[src/rtl/pipe_ctrl.sv]
// Pipeline hazard / redirect controller: per-stage stall masks,
// exception and eret flush, stall-timeout halt and stall accounting.
module pipe_ctrl #(
    parameter int unsigned STALL_TIMEOUT = 1023
) (
    input  logic        clk,
    input  logic        rst,
    input  logic        stallreq_id,
    input  logic        stallreq_ex,
    input  logic        stallreq_mem,
    input  logic        except_valid,
    input  logic [31:0] except_vec,
    input  logic        eret,
    input  logic [31:0] cp0_epc,
    output logic [5:0]  stall,
    output logic        flush,
    output logic [31:0] new_pc,
    output logic        halted,
    output logic [31:0] stall_cycles
);

    typedef enum logic [1:0] {
        RUN,
        STALL,
        FLUSH,
        HALT
    } state_t;

    state_t      state;
    logic [31:0] cnt;
    logic [31:0] cnt_next;
    logic [5:0]  req_mask;
    logic        any_req;
    logic        redir;
    logic        timeout;
    logic [31:0] redir_pc;

    assign any_req  = stallreq_id | stallreq_ex | stallreq_mem;
    // MEM stall blocks redirect capture; the source keeps it asserted.
    assign redir    = (except_valid | eret) & ~stallreq_mem;
    assign redir_pc = except_valid ? except_vec : cp0_epc;
    assign cnt_next = cnt + 32'd1;
    assign timeout  = (cnt_next >= STALL_TIMEOUT);

    always_comb begin
        req_mask = 6'b000000;
        if (stallreq_mem)
            req_mask = 6'b011111;
        else if (stallreq_ex)
            req_mask = 6'b001111;
        else if (stallreq_id)
            req_mask = 6'b000111;
    end

    always_comb begin
        stall = 6'b000000;
        if (rst) begin
            stall = req_mask;
        end else begin
            unique case (state)
                RUN, STALL: stall = req_mask;
                FLUSH:      stall = 6'b000000;
                HALT:       stall = 6'b111111;
                default:    stall = 6'b000000;
            endcase
        end
    end

    always_ff @(posedge clk) begin
        if (rst) begin
            state        <= RUN;
            cnt          <= '0;
            stall_cycles <= '0;
            halted       <= 1'b0;
            flush        <= 1'b0;
            new_pc       <= '0;
        end else begin
            if (stall[0] && (stall_cycles != 32'hFFFF_FFFF))
                stall_cycles <= stall_cycles + 32'd1;

            unique case (state)
                RUN: begin
                    cnt <= '0;
                    if (redir) begin
                        state  <= FLUSH;
                        flush  <= 1'b1;
                        new_pc <= redir_pc;
                    end else if (any_req) begin
                        state <= STALL;
                    end
                end
                STALL: begin
                    if (redir) begin
                        state  <= FLUSH;
                        flush  <= 1'b1;
                        new_pc <= redir_pc;
                        cnt    <= '0;
                    end else if (!any_req) begin
                        state <= RUN;
                        cnt   <= '0;
                    end else if (timeout) begin
                        state  <= HALT;
                        halted <= 1'b1;
                        cnt    <= '0;
                    end else begin
                        cnt <= cnt_next;
                    end
                end
                FLUSH: begin
                    state  <= RUN;
                    flush  <= 1'b0;
                    new_pc <= '0;
                    cnt    <= '0;
                end
                HALT: begin
                    state  <= HALT;
                    halted <= 1'b1;
                    flush  <= 1'b0;
                    new_pc <= '0;
                end
                default: begin
                    state <= RUN;
                end
            endcase
        end
    end

endmodule

[config.mk]
export PLATFORM = sky130hd
export DESIGN_NAME = pipe_ctrl
export DESIGN_NICKNAME = d
export VERILOG_FILES = /design/src/rtl/pipe_ctrl.sv
export SDC_FILE = /design/constraint.sdc
export NUM_CORES = 1
export LEC_CHECK = 0
export CORE_ASPECT_RATIO = 1.2
export CORE_MARGIN = 3
export CORE_UTILIZATION = 25
export DETAILED_ROUTE_END_ITERATION = 12
export HOLD_SLACK_MARGIN = 0.1
export PLACE_DENSITY = 0.53
export SKIP_CTS_REPAIR_TIMING = 1
export SLEW_MARGIN = 40
export SYNTH_ARGS = -nofsm -noshare
export SYNTH_HDL_FRONTEND = slang
export SYNTH_SLANG_ARGS = --single-unit
[constraint.sdc]
create_clock -name clk -period 3.25 [get_ports clk]
set_input_delay 0.8125 -clock clk [delete_from_list [all_inputs] [get_ports clk]]
set_output_delay 0.8125 -clock clk [all_outputs]
set_load 0.005 [all_outputs]
==> run metrics <==
outcome=finished, final reports clean; peak supply drop=between 200 and 250 uV; Post-Route Skew=around 0.011 ns; num ports=143; clk_lat worst skew=~0.34 ns; Initial Utilization=0.255; Slew Limit Fails=0; max frequency=0.314 GHz; fin area=~0.0070 mm2; P_sw=roughly 0.66 mW; CTS root buf=clkbuf_16; Longest Clk Path Bufs=2; core area=0.0196 mm2; CP arrival=approximately 2.4 ns; Layout area overhead=40.6%; fill count=around 2100; drt drc=0; Distinct cells, synth=56; share of the synthesized area in the top cell type=0.401; First DRT Iteration DRCs=170; Pleak=2.55 nW; WL met3=between 800 and 900 um; Rel. slew slack=0.627; minimum clock period after layout=about 3.2 ns; sequential element share of the synthesized area=0.401; vias in the first global route=around 4400; Yosys reg bits=100; H-tree depth=3; Max FO, Critical Path=4; wirelength, routed=13.5 mm; Logic pwr share=0.136; leading post-synthesis cells by cell area=dfxtp_1 (40%), mux2i_1 (6.8%), nor2_1 (6.2%); YS warnings=0; placed inst area=between 0.006 and 0.007 mm2; CP required=2.44 ns; clock group share of total power=0.377; Flop pwr share=0.487; TritonCTS clock tree=done; post-synthesis cell count=~600; Synth Area per Inst=8.56 um2; Post-synth top flop=dfxtp_1; Sw Ratio=0.246; Die Area=around 0.022 mm2; Sink Count=100; crit share post-route=0.979; M1 WL=~5.9 mm; Antenna diodes=0; final std cells w/o fill=~990; WHS Path Cells=2; Num CTS Buffers=9; max layer used=met4; Via density=~4.6; fraction of registers with async set/reset=0; Routed Antenna Nets=0; maxcap violations=0; synthesized net count=658; first-pass GRT wire length=about 22 mm; Row Count=between 50 and 60; dpl cells=~970; DRT Pass-1 Iters=4; largest net degree at the start of global routing=66; FF-to-FF path depth=8; Worst Tran Pin Value=around 0.55 ns; Syn Std Cell Area=0.00500 mm2; GRT Total Usage=0.126; Final Hold Vio Count=0; Hold WC Path Type=register to register; vias after detailed routing=4515; number of synthesized flops with an enable pin=0; Clk pin slew, worst setup/hold paths=around 0.07 ns; Worst Setup End Kind=output port; count of final setup violators=0; met2 WL=between 6 and 7 mm; initial antenna violation count=0; Die H=about 160 um; Die X=~140 um; power per standard cell area=roughly 380 mW/mm2; Synth area leader=dfxtp_1; post-DP HPWL=approximately 10 mm; critical path class=input port to output port; IO Port Bufs=roughly 140; Pint=2.00 mW; GPL Wtd Cong=slightly below 0.8; Setup crit start kind=input port; grt total ovfl=0; final net count=796; layout cells sized above 1=0.0825; wire length per cell=around 14 um
cell usage after synthesis (9+ instances only):
library cell	instances
o21ai_0	10
and4_1	9
dfxtp_1	100
nand3_1	32
xor2_1	29
xnor2_1	10
a21oi_1	13
mux2i_1	34
a211oi_1	33
nor2_1	82
inv_1	11
clkbuf_1	26
and2_1	25
nand2_1	42
nor3_1	16
nand4_1	21
routing by layer:
layer,track usage,vias to the layer above
met5,0,-
met4,0.0440,0
met3,0.0379,11
met2,0.207,113
met1,0.156,2036
li1,-,2355
placed cells by master (no fill, tap or decap), types with 3 or more instances in the layout:
cell type        instances
inv_1                   11
a31oi_1                  8
xor2_1                  29
nand2_1                 42
or3_1                    5
clkbuf_16                9
mux2i_1                 34
buf_4                   26
a21oi_1                 13
and4_1                   9
nand3_1                 32
ha_1                     3
o22ai_1                  3
xnor2_1                 10
and3_1                   8
a211oi_1                33
dfxtp_1                100
o31ai_2                  4
clkdlybuf4s50_1        140
nand4_1                 21
and2_1                  25
nor3b_1                  3
nor2_1                  81
nor3_1                  15
o21ai_0                 10
nor4_1                   7
path summary, 6_finish.rpt:
| path | start | endpoint | slack, ns |
|---|---|---|---|
| max | stallreq_ex | stall[0] | 0.07 |
| min | flush$_SDFFE_PP0P_ | flush$_SDFFE_PP0P_ | 0.47 |
| max reg2reg | cnt[6]$_SDFFE_PP0P_ | cnt[9]$_SDFFE_PP0P_ | 0.30 |
| min reg2reg | flush$_SDFFE_PP0P_ | flush$_SDFFE_PP0P_ | 0.47 |
state kept, by name (all words and copies together), names as in the netlist:
name / count
cnt: 32
stall_cycles: 32
new_pc: 32
halted: 1
flush: 1
state: 2
worst max-delay path, stage by stage:
cell             delay (ns)
clkdlybuf4s50_1        0.53
nor3_2                 0.08
mux2_2                 0.30
inv_1                  0.13
clkdlybuf4s50_1        0.52
final cells by class:
cell class / instances / area, um2 / share of cell area
clock buffer: 11 / 233 / 0.0331
clock inverter: 5 / 37.5 / 0.00534
inverter: 11 / 41.3 / 0.00588
multi-input combinational: 431 / 2750 / 0.392
sequential: 100 / 2000 / 0.285
tap: 261 / 327 / 0.0465
timing repair buffer: 169 / 1630 / 0.233
per-stage QoR:
stage               utilization  hold slack, ns  total power [mW]   TNS, ns  setup WS, ns
floorplan                     -           0.452              1.47         0         0.404
global placement          0.344           0.450              1.69    -0.336        -0.113
detailed placement        0.344           0.465              1.69    -0.394        -0.133
CTS                       0.358           0.482              2.72    -0.427        -0.144
global route              0.358           0.512              2.79  -0.00884      -0.00578
finish                    0.358           0.473              2.66         0        0.0692
power by group through the flow:
| stage | clock network, mW | registers [mW] | logic (mW) |
|---|---|---|---|
| CTS | 1.05 | 1.30 | 0.368 |
| detailed placement | 0 | 1.32 | 0.367 |
| global route | 1.09 | 1.30 | 0.398 |
| floorplan | 0 | 1.33 | 0.141 |
| global placement | 0 | 1.32 | 0.367 |
| finish | 1.00 | 1.30 | 0.361 |
kinds of logic (layout without fill, tap and decap cells):
family / Yosys count / after routing / synth area share
buf+inv: 53 / 196 / 0.0513
fa+ha+maj: 3 / 3 / 0.00751
xor+xnor: 39 / 39 / 0.0684
simple gates: 265 / 265 / 0.272
mux: 35 / 35 / 0.0704
compound gates: 89 / 89 / 0.130
flops: 100 / 100 / 0.401
Power figures use the tool's default switching activity.
